--- src/rtl/m_uart_rx_pkg.sv ---
// -----------------------------------------------------------------------------
// m_uart_rx_pkg
//   Shared definitions for the UART receive path.
//   - UART_CNT_DEF : default clocks per bit (100 MHz / 100 = 1 Mbaud). The
//                    transmitter uses the same constant, so RX and TX baud
//                    rates cannot drift apart.
//   - rx_state_e   : receiver FSM state encoding (3 bits).
//   - cnt_width()  : width of a counter that must hold the value UART_CNT.
// -----------------------------------------------------------------------------
package m_uart_rx_pkg;

    localparam int unsigned UART_CNT_DEF = 100;
    localparam int unsigned DATA_BITS    = 8;

    typedef enum logic [2:0] {
        ST_IDLE  = 3'd0,
        ST_START = 3'd1,
        ST_DATA  = 3'd2,
        ST_STOP  = 3'd3,
        ST_BREAK = 3'd4
    } rx_state_e;

    // Bits needed to represent 1..clks (the counter never holds 0 in use,
    // but clks itself must fit).
    function automatic int unsigned cnt_width(input int unsigned clks);
        return $clog2(clks + 1);
    endfunction

endpackage

--- src/rtl/m_uart_rx_sync2.sv ---
// -----------------------------------------------------------------------------
// m_sync2
//   Two-flop synchronizer for a single asynchronous input.
//   The reset value is a parameter; for a UART line it is 1 (idle high), so
//   leaving reset never looks like a start-bit falling edge.
// Ports
//   w_clk   in  1  sampling clock
//   w_rst_n in  1  synchronous active-low reset
//   w_d     in  1  asynchronous input
//   w_q     out 1  synchronized output (two clocks of latency)
// -----------------------------------------------------------------------------
module m_sync2 #(
    parameter logic RST_VAL = 1'b1
) (
    input  logic w_clk,
    input  logic w_rst_n,
    input  logic w_d,
    output logic w_q
);

    logic meta_q;
    logic sync_q;

    // NOTE: clocked state is always written with non-blocking assignments so
    // every flop samples the value from before the edge; with blocking
    // assignments sync_q would collapse onto meta_q and the second stage
    // would disappear.
    always_ff @(posedge w_clk) begin
        if (!w_rst_n) begin
            meta_q <= RST_VAL;
            sync_q <= RST_VAL;
        end else begin
            meta_q <= w_d;
            sync_q <= meta_q;
        end
    end

    assign w_q = sync_q;

endmodule

--- src/rtl/m_uart_rx.sv ---
// -----------------------------------------------------------------------------
// m_uart_rx
//   UART receiver, 8N1, LSB first, fixed baud = clock / UART_CNT.
//   Sits between the board pin (PC -> FPGA) and the main logic and mirrors
//   the on-chip transmitter, so an RX -> TX loopback echoes at the same baud.
//   Each good frame produces a one-cycle w_valid pulse with the byte on
//   w_dout; a frame whose stop bit samples low produces a one-cycle w_ferr
//   pulse and leaves w_dout untouched.
// Parameters
//   UART_CNT  clocks per bit, must be >= 8. Mid-bit point is UART_CNT/2.
// Ports
//   w_clk      in   1  system clock, the only clock
//   w_rst_n    in   1  synchronous active-low reset
//   w_uart_rx  in   1  asynchronous serial line, idle high
//   w_valid    out  1  one-cycle pulse: w_dout holds a newly received byte
//   w_dout     out  8  last good byte, held until the next good frame
//   w_ferr     out  1  one-cycle pulse: stop bit sampled low
//   w_busy     out  1  high in every state except IDLE
// -----------------------------------------------------------------------------
module m_uart_rx
    import m_uart_rx_pkg::*;
#(
    parameter int unsigned UART_CNT = UART_CNT_DEF
) (
    input  logic                 w_clk,
    input  logic                 w_rst_n,
    input  logic                 w_uart_rx,
    output logic                 w_valid,
    output logic [DATA_BITS-1:0] w_dout,
    output logic                 w_ferr,
    output logic                 w_busy
);

    localparam int unsigned       CNT_W   = cnt_width(UART_CNT);
    localparam logic [CNT_W-1:0]  CNT_ONE = CNT_W'(1);
    localparam logic [CNT_W-1:0]  CNT_MID = CNT_W'(UART_CNT / 2);
    localparam logic [CNT_W-1:0]  CNT_END = CNT_W'(UART_CNT);
    localparam logic [2:0]        IDX_LAST = 3'(DATA_BITS - 1);

    // -------------------------------------------------------------------------
    // Input synchronizer: every decision below looks at rx_sync only.
    // -------------------------------------------------------------------------
    logic rx_sync;

    m_sync2 #(
        .RST_VAL (1'b1)
    ) u_sync (
        .w_clk   (w_clk),
        .w_rst_n (w_rst_n),
        .w_d     (w_uart_rx),
        .w_q     (rx_sync)
    );

    // -------------------------------------------------------------------------
    // State
    // -------------------------------------------------------------------------
    rx_state_e              state_q, state_d;
    logic [CNT_W-1:0]       cnt_q,   cnt_d;
    logic [2:0]             idx_q,   idx_d;
    logic [DATA_BITS-1:0]   shift_q, shift_d;
    logic [DATA_BITS-1:0]   dout_q,  dout_d;
    logic                   valid_q, valid_d;
    logic                   ferr_q,  ferr_d;

    // -------------------------------------------------------------------------
    // Next-state logic
    // -------------------------------------------------------------------------
    // NOTE: every signal driven here gets a default before the case statement;
    // any path that left one unassigned would infer a latch.
    always_comb begin
        state_d = state_q;
        idx_d   = idx_q;
        shift_d = shift_q;
        dout_d  = dout_q;
        valid_d = 1'b0;
        ferr_d  = 1'b0;

        unique case (state_q)
            ST_IDLE: begin
                if (!rx_sync) begin
                    state_d = ST_START;
                end
            end

            // Re-check the line half a bit after the edge; a line that is
            // high again was a glitch and is dropped silently.
            ST_START: begin
                if (cnt_q == CNT_MID) begin
                    if (rx_sync) begin
                        state_d = ST_IDLE;
                    end else begin
                        state_d = ST_DATA;
                        idx_d   = '0;
                    end
                end
            end

            // From here on samples are one full bit apart, so each lands at
            // mid-bit. LSB arrives first: shift right, new bit in at the top.
            ST_DATA: begin
                if (cnt_q == CNT_END) begin
                    shift_d = {rx_sync, shift_q[DATA_BITS-1:1]};
                    idx_d   = idx_q + 3'd1;
                    if (idx_q == IDX_LAST) begin
                        state_d = ST_STOP;
                    end
                end
            end

            // Leaving at mid-stop-bit gives half a bit of slack to catch the
            // start edge of a back-to-back frame.
            ST_STOP: begin
                if (cnt_q == CNT_END) begin
                    if (rx_sync) begin
                        dout_d  = shift_q;
                        valid_d = 1'b1;
                        state_d = ST_IDLE;
                    end else begin
                        ferr_d  = 1'b1;
                        state_d = ST_BREAK;
                    end
                end
            end

            // A low line after a bad stop bit is a break, not a new start;
            // wait for it to return high before arming again.
            ST_BREAK: begin
                if (rx_sync) begin
                    state_d = ST_IDLE;
                end
            end

            default: begin
                state_d = ST_IDLE;
            end
        endcase

        // Bit-timing counter runs 1..UART_CNT and restarts on every state
        // change, so each state measures time from its own entry.
        if ((state_d != state_q) || (cnt_q == CNT_END)) begin
            cnt_d = CNT_ONE;
        end else begin
            cnt_d = cnt_q + CNT_ONE;
        end
    end

    // -------------------------------------------------------------------------
    // Control and output registers
    // -------------------------------------------------------------------------
    always_ff @(posedge w_clk) begin
        if (!w_rst_n) begin
            state_q <= ST_IDLE;
            cnt_q   <= CNT_ONE;
            idx_q   <= '0;
            dout_q  <= '0;
            valid_q <= 1'b0;
            ferr_q  <= 1'b0;
        end else begin
            state_q <= state_d;
            cnt_q   <= cnt_d;
            idx_q   <= idx_d;
            dout_q  <= dout_d;
            valid_q <= valid_d;
            ferr_q  <= ferr_d;
        end
    end

    // NOTE: the shift register is pure datapath and is fully overwritten by
    // eight samples before it is ever copied to w_dout, so it has no reset;
    // keeping it out of the reset block stops reset acting as a load enable.
    always_ff @(posedge w_clk) begin
        shift_q <= shift_d;
    end

    // -------------------------------------------------------------------------
    // Outputs
    // -------------------------------------------------------------------------
    assign w_valid = valid_q;
    assign w_ferr  = ferr_q;
    assign w_dout  = dout_q;
    assign w_busy  = (state_q != ST_IDLE);

endmodule

--- config.mk ---
export PLATFORM = sky130hd
export DESIGN_NAME = m_uart_rx
export DESIGN_NICKNAME = d
export VERILOG_FILES = /design/src/rtl/m_uart_rx_pkg.sv /design/src/rtl/m_uart_rx_sync2.sv /design/src/rtl/m_uart_rx.sv
export SDC_FILE = /design/constraint.sdc
export NUM_CORES = 1
export LEC_CHECK = 0
export CELL_PAD_IN_SITES_DETAIL_PLACEMENT = 1
export CELL_PAD_IN_SITES_GLOBAL_PLACEMENT = 1
export CORE_MARGIN = 8
export CORE_UTILIZATION = 42
export CTS_BUF_LIST = sky130_fd_sc_hd__clkbuf_8
export DETAILED_ROUTE_END_ITERATION = 16
export HOLD_SLACK_MARGIN = 0.08
export PLACE_DENSITY_LB_ADDON = 0.1
export SLEW_MARGIN = 15
export SYNTH_ARGS = -nofsm -noshare
export SYNTH_HDL_FRONTEND = slang
export SYNTH_SLANG_ARGS = --single-unit
export TNS_END_PERCENT = 10
--- constraint.sdc ---
create_clock -name w_clk -period 1.5 [get_ports w_clk]
set_input_delay 0.375 -clock w_clk [delete_from_list [all_inputs] [get_ports w_clk]]
set_output_delay 0.375 -clock w_clk [all_outputs]
set_load 0.005 [all_outputs]
Word-level counts from Yosys, hierarchy flattened

Cells that the tools add are included.

Bits of input ports: 3
Output and inout bits: 11
Word-level logic and storage cells: 47
Register bits: 33

Muxes and demuxes: 15
Equality and inequality tests: 11
Add/sub/neg operators: 2
Reduce and logical (&&, ||, !) cells: 9
Bitwise gates (word level): 1

Operators by type and width:

| kind                                                            | number |
|---|---|
| 3-bit two-way mux                                               | 10 |
| 3-bit one-hot mux with 5 select lines                           | 1 |
| 7-bit by 1-bit adder with 7-bit output, second input constant   | 1 |
| 7-bit by 6-bit == test with 1-bit output, second input constant | 1 |
| 7-bit == test, second input constant                            | 1 |
| 3-bit by 2-bit == test with 1-bit output, second input constant | 2 |
| 3-bit == test, second input constant                            | 2 |
| 2-bit != test, second input constant                            | 3 |
| 3-bit one-hot mux with 2 select lines                           | 1 |
| 3-bit AND reduction                                             | 2 |
| 4-bit AND reduction                                             | 1 |
| 3-bit by 1-bit adder with 3-bit output, second input constant   | 1 |
| 3-bit by 1-bit == test with 1-bit output, second input constant | 1 |
| 3-bit zero test                                                 | 1 |
| 3-bit != test                                                   | 1 |
| 3-bit nonzero test                                              | 1 |
| 1-bit two-way mux                                               | 2 |
| 2-bit two-way mux                                               | 1 |
| 2-bit AND reduction                                             | 1 |
| 2-bit nonzero test                                              | 1 |
| 2-bit OR reduction                                              | 1 |
| 1-bit logical OR                                                | 1 |
| 1-bit NOT                                                       | 1 |

Logic depth before layout (Yosys ltp)

Word-level depth: 7
Gate-level depth with buffers: 6
Mapped depth without buffers: 6

Cells and area by module

From an unflattened synthesis, not the netlist that was laid out.

Cell total of the unflattened synthesis: 131
Area total of the unflattened synthesis: 1431.4 um^2

By module, submodules not included:

| module    | cells an instance | seq. area each (um^2) | area each (um^2) | times used |
|---|---|---|---|---|
| m_uart_rx | 127               | 700.7                 | 1378.8           | 1 |
| m_sync2   | 4                 | 40.0                  | 52.6             | 1 |

Least setup slack after synthesis

No wires, ideal clock.

Path type: register -> register
Start point: register cnt_q[0]
End point: register cnt_q[0]
Clock period less this slack: 1464 ps
Slack: 36 ps
Setup time: 120 ps
Data required time: 1380 ps
Buffers on the path: 0
Data arrival time: 1344 ps
Stages on the path, launching flop included: 7
Cell sequence: dfxtp_1 -> inv_1 -> ha_1 -> and4b_1 -> nand2_1 -> nand4_1 -> or2_1

Word-level cells in the longest chain between the ends: 6
Elaborated cells on any way between the ends: 10
Those cells by class: add/sub: 1; eq/ne: 3; mux: 4; reduce/logical: 2

Ends and longest elaborated chain:

| item                                                                      | line                                                | source |
|---|---|---|
| start, declared                                                           | m_uart_rx.sv:58                                     | `logic [CNT_W-1:0] cnt_q, cnt_d;` |
| start signal, assigned                                                    | m_uart_rx.sv:160                                    | `cnt_q <= cnt_d;` |
| 7-bit == test or 7-bit by 6-bit == test with 1-bit output (tied branches) | --                                                  |  |
| 3-bit two-way mux (on tied branches)                                      | m_uart_rx.sv:113, m_uart_rx.sv:88, m_uart_rx.sv:101 |  |
| 3-bit one-hot mux with 5 select lines                                     | m_uart_rx.sv:78                                     | `unique case (state_q)` |
| 3-bit != test                                                             | m_uart_rx.sv:140                                    | `if ((state_d != state_q) \|\| (cnt_q == CNT_END)) begin` |
| 1-bit logical OR                                                          | m_uart_rx.sv:140                                    |  |
| 2-bit OR reduction (no line)                                              | --                                                  |  |

Several ways; a longest one is shown, not always the timed one.
A chain may end at the register's enable or synchronous reset.

Final worst setup path

Start point: register cnt_q[1]
End point: register dout_q[4] (netlist: w_dout[4])

Word-level cells in the longest chain between the ends: 2

Ends and longest elaborated chain:

| item                          | line             | source |
|---|---|---|
| 7-bit == test                 | m_uart_rx.sv:113 | `if (cnt_q == CNT_END) begin` |
| 3-bit AND reduction (no line) | --               |  |
| end signal, assigned          | m_uart_rx.sv:162 | `dout_q <= dout_d;` |
| end, declared                 | m_uart_rx.sv:61  | `logic [DATA_BITS-1:0] dout_q, dout_d;` |

Every way passes these cells.

==> run_results.csv <==
group,metric,value,unit
run_status,status,"finished with violations",
run_status,violations,"setup timing",
synth,synth.cell_area,0.00141,mm²
synth,synth_fa_ha_area_share,4.44,%
worst_setup_path,required,1.67,ns
worst_setup_path,worstSetupPathType,"flop to flop",
synth,synth_top_family_by_area,"simple AND/OR/NAND/NOR gates",
worst_setup_path,crit_chain,"inv_2 -> ha_4 -> and4b_2 -> nand4_4 -> mux2i_1 -> nor2_1",
clock_network,clk_pin_slew,0.07,ns
global_route,grt_pass1_wl,4.97,mm
floorplanning,initial_utilization,42.9,%
detailed_routing,vias_per_cell,4.89,
power_and_ir_drop,seq_power_share,50.1,%
synth,yosysSeqAreaShare,52.6,%
detailed_routing,remaining_drc_errors,0,
clock_network,root_buffer,"clkbuf_8",
placement,place_ws,-0.0720,ns
timing,fmax,0.665,GHz
power_and_ir_drop,p_comb_share,5.4,%
power_and_ir_drop,netSwitchingFraction,19.8,%
worst_setup_path,critical_path.startpoint_type,"flop",
power_and_ir_drop,intPower,0.00151,W
power_and_ir_drop,p_total,0.00188,W
global_route,grt_usage,12.1,%
layout,final_cell_mix,"dfxtp_1, nor2_1, buf_4",
power_and_ir_drop,p_switching,0.000372,W
floorplanning,num_rows,21,
synth,syn_inst,128,
timing,whs,0.414,ns
synth,async_reset_ff_share,0,%
timing,clock_skew,0.00329,ns
timing,finalSetupViolations,2,
detailed_routing,drt_iter0_drc,51,
worst_setup_path,reg2reg_slack,-0.003,ns
synth,synth-xor-area-share,3.73,%
layout,insertedDiodeCount,0,
detailed_routing,vias,1007,
clock_network,worstSkewPairLatency,0.27,ns
synth,syn-num-nets,136,
synth,yosys_warnings,0,
global_route,antenna_found_initial,0,
power_and_ir_drop,peakVddDrop,0.436,mV
layout,layout_commonest_cell,"dfxtp_1",
floorplanning,die_area,0.00546,mm²
global_route,grt-ovfl-total,0,
power_and_ir_drop,clkPwrFrac,44.5,%
floorplanning,die_h,73.9,µm
layout,area_growth,30.6,%
worst_setup_path,cp_num_buf_inv,1,
timing,grt_setup_unrepaired,"yes",
synth,synthMuxAreaShare,8.53,%
worst_setup_path,critPathTopFamily,"simple AND/OR/NAND/NOR gates",
timing,worst_slew_pin_slew,0.294,ns
layout,drive_gt1_share,24.4,%
floorplanning,top_level_ports,14,
timing,setup_ws,-0.00346,ns
timing,slew_viol_final,0,
timing,fin_crit_sh,100,%
layout,nFillCells,360,
clock_network,clock_sinks,33,
synth,synthFlopType,"dfxtp_1",
global_route,grt_pass1_vias,1025,
timing,layout_min_cycle_time,1.50,ns
placement,dp_hpwl,2.19,mm
layout,finish.utilization,56.0,%
clock_network,h-tree-depth,2,
detailed_routing,ant_nets,0,
clock_network,cts_buffer_depth,2,
placement,dpl_cell_area,0.00167,mm²
clock_network,numCtsBuffers,5,
worst_setup_path,cp_max_fo,8,
synth,yosys.area_share.simple,23.6,%
synth,ys_types,32,
placement,io_buffers,13,
worst_setup_path,slowest_delay,0.37,ns
min_path,hp-class,"flop to flop",
timing,relSlewSlack,80.4,%
synth,synth-seq-cells,33,
run,maxCapViolCount,0,
global_route,grt_max_degree,12,
placement,routabilityCongestion,0.724,
power_and_ir_drop,p_leak,0.892,nW
detailed_routing,routed_wl,2.99,mm
worst_setup_path,end_kind,"flop",
layout,nets,167,
synth,synth_compound_area_share,3.56,%
floorplanning,die_x,73.9,µm
synth,syn_area_per_cell,11.0,µm²
worst_setup_path,slowest_stage,"dfxtp_4",
detailed_routing,dr.pass1.iters,4,
floorplanning,core-area,0.00328,mm²
clock_network,hold_buffers,0,
synth,synth_edf_count,8,
power_and_ir_drop,power_density,1020,mW/mm²
timing,hold_violations,0,
clock_network,cts_tree,"done",
detailed_routing,routedWlPerCell,14.5,µm
worst_setup_path,crit_arrival,1.67,ns
layout,post-route-cell-area,0.00184,mm²
-- state kept, by name, indices dropped and copies added (netlist names) --
| signal | count |
|---|---|
| cnt_q | 7 |
| state_q | 3 |
| u_sync.meta_q | 1 |
| idx_q | 3 |
| w_dout | 8 |
| w_valid | 1 |
| u_sync.w_q | 1 |
| w_ferr | 1 |
| shift_q | 8 |
-- final cells by class --
| class | instances | area (µm²) | area share [%] |
|---|---|---|---|
| Sequential cell | 33 | 747 | 40.6 |
| Multi-Input combinational cell | 85 | 653 | 35.5 |
| Timing Repair Buffer | 29 | 243 | 13.2 |
| Clock buffer | 6 | 82.6 | 4.49 |
| Tap cell | 46 | 57.6 | 3.13 |
| Clock inverter | 2 | 33.8 | 1.84 |
| Inverter | 5 | 21.3 | 1.16 |
-- cells by family (layout without fill, tap and decap cells) --
family	after synthesis	count (layout)
flip-flops	33	33
AO/OA/AOI/OAI	5	5
buffers and inverters	10	42
XOR/XNOR	6	6
AND/OR/NAND/NOR	57	57
multiplexers	12	12
adder cells (fa/ha/maj)	5	5
-- what timing repair did --
item / CTS / global route
endpoints found under the setup margin: 29 / 26
setup buffers: 2 / 0
pin swaps: 4 / 2
resized for setup: 18 / 9
-- synthesized netlist by cell type (2+ instances only) --
cell type  number  area [µm²]
and3_1          3        18.8
a211oi_1        2        15.0
buf_2           3        15.0
nand3_1         4        20.0
edfxtp_1        8         240
dfxtp_1        25         500
and3b_1         2        17.5
inv_1           4        15.0
xnor2_1         4        35.0
nand2_1         9        33.8
ha_1            5        62.6
mux2i_1        12         120
nor2_1         19        71.3
xor2_1          2        17.5
nor3_1          2        10.0
nand4_1         3        18.8
buf_4           2        15.0
nor2b_1         2        12.5
nand2b_1        4        25.0
-- stage by stage --
stage | instances | TNS (ns)
global placement | 196 | -0.0292
finish | 206 | -0.00403
CTS | 206 | -0.145
floorplan | 128 | 0
detailed placement | 196 | -0.365
global route | 206 | -0.903
-- layer usage --
metal  global-route usage (%)  vias up  wire length (µm)
met3                     3.82        2                89
met5                        0        -                 0
met4                     4.66        0                20
met1                     13.7      491              1330
met2                     20.4        8              1550
li1                         -      506                 -
-- power groups by stage --
stage | Combinational [W] | Sequential (W) | Clock [W]
floorplan | 0.0000553 | 0.000952 | 0
global placement | 0.0000896 | 0.000954 | 0
detailed placement | 0.0000937 | 0.000955 | 0
CTS | 0.0000950 | 0.000940 | 0.000861
global route | 0.000113 | 0.000945 | 0.000916
finish | 0.000102 | 0.000943 | 0.000836
-- final timing paths --
| kind | to | startpoint | cells past startpoint |
|---|---|---|---|
| setup / recovery | w_dout[4] | cnt_q[1] | 6 |
| setup reg to reg | w_dout[4] | cnt_q[1] | 6 |
| hold / removal | u_sync.w_q | u_sync.meta_q | 1 |
| hold reg to reg | u_sync.w_q | u_sync.meta_q | 1 |
No activity file was read; power rests on OpenSTA's default activity.
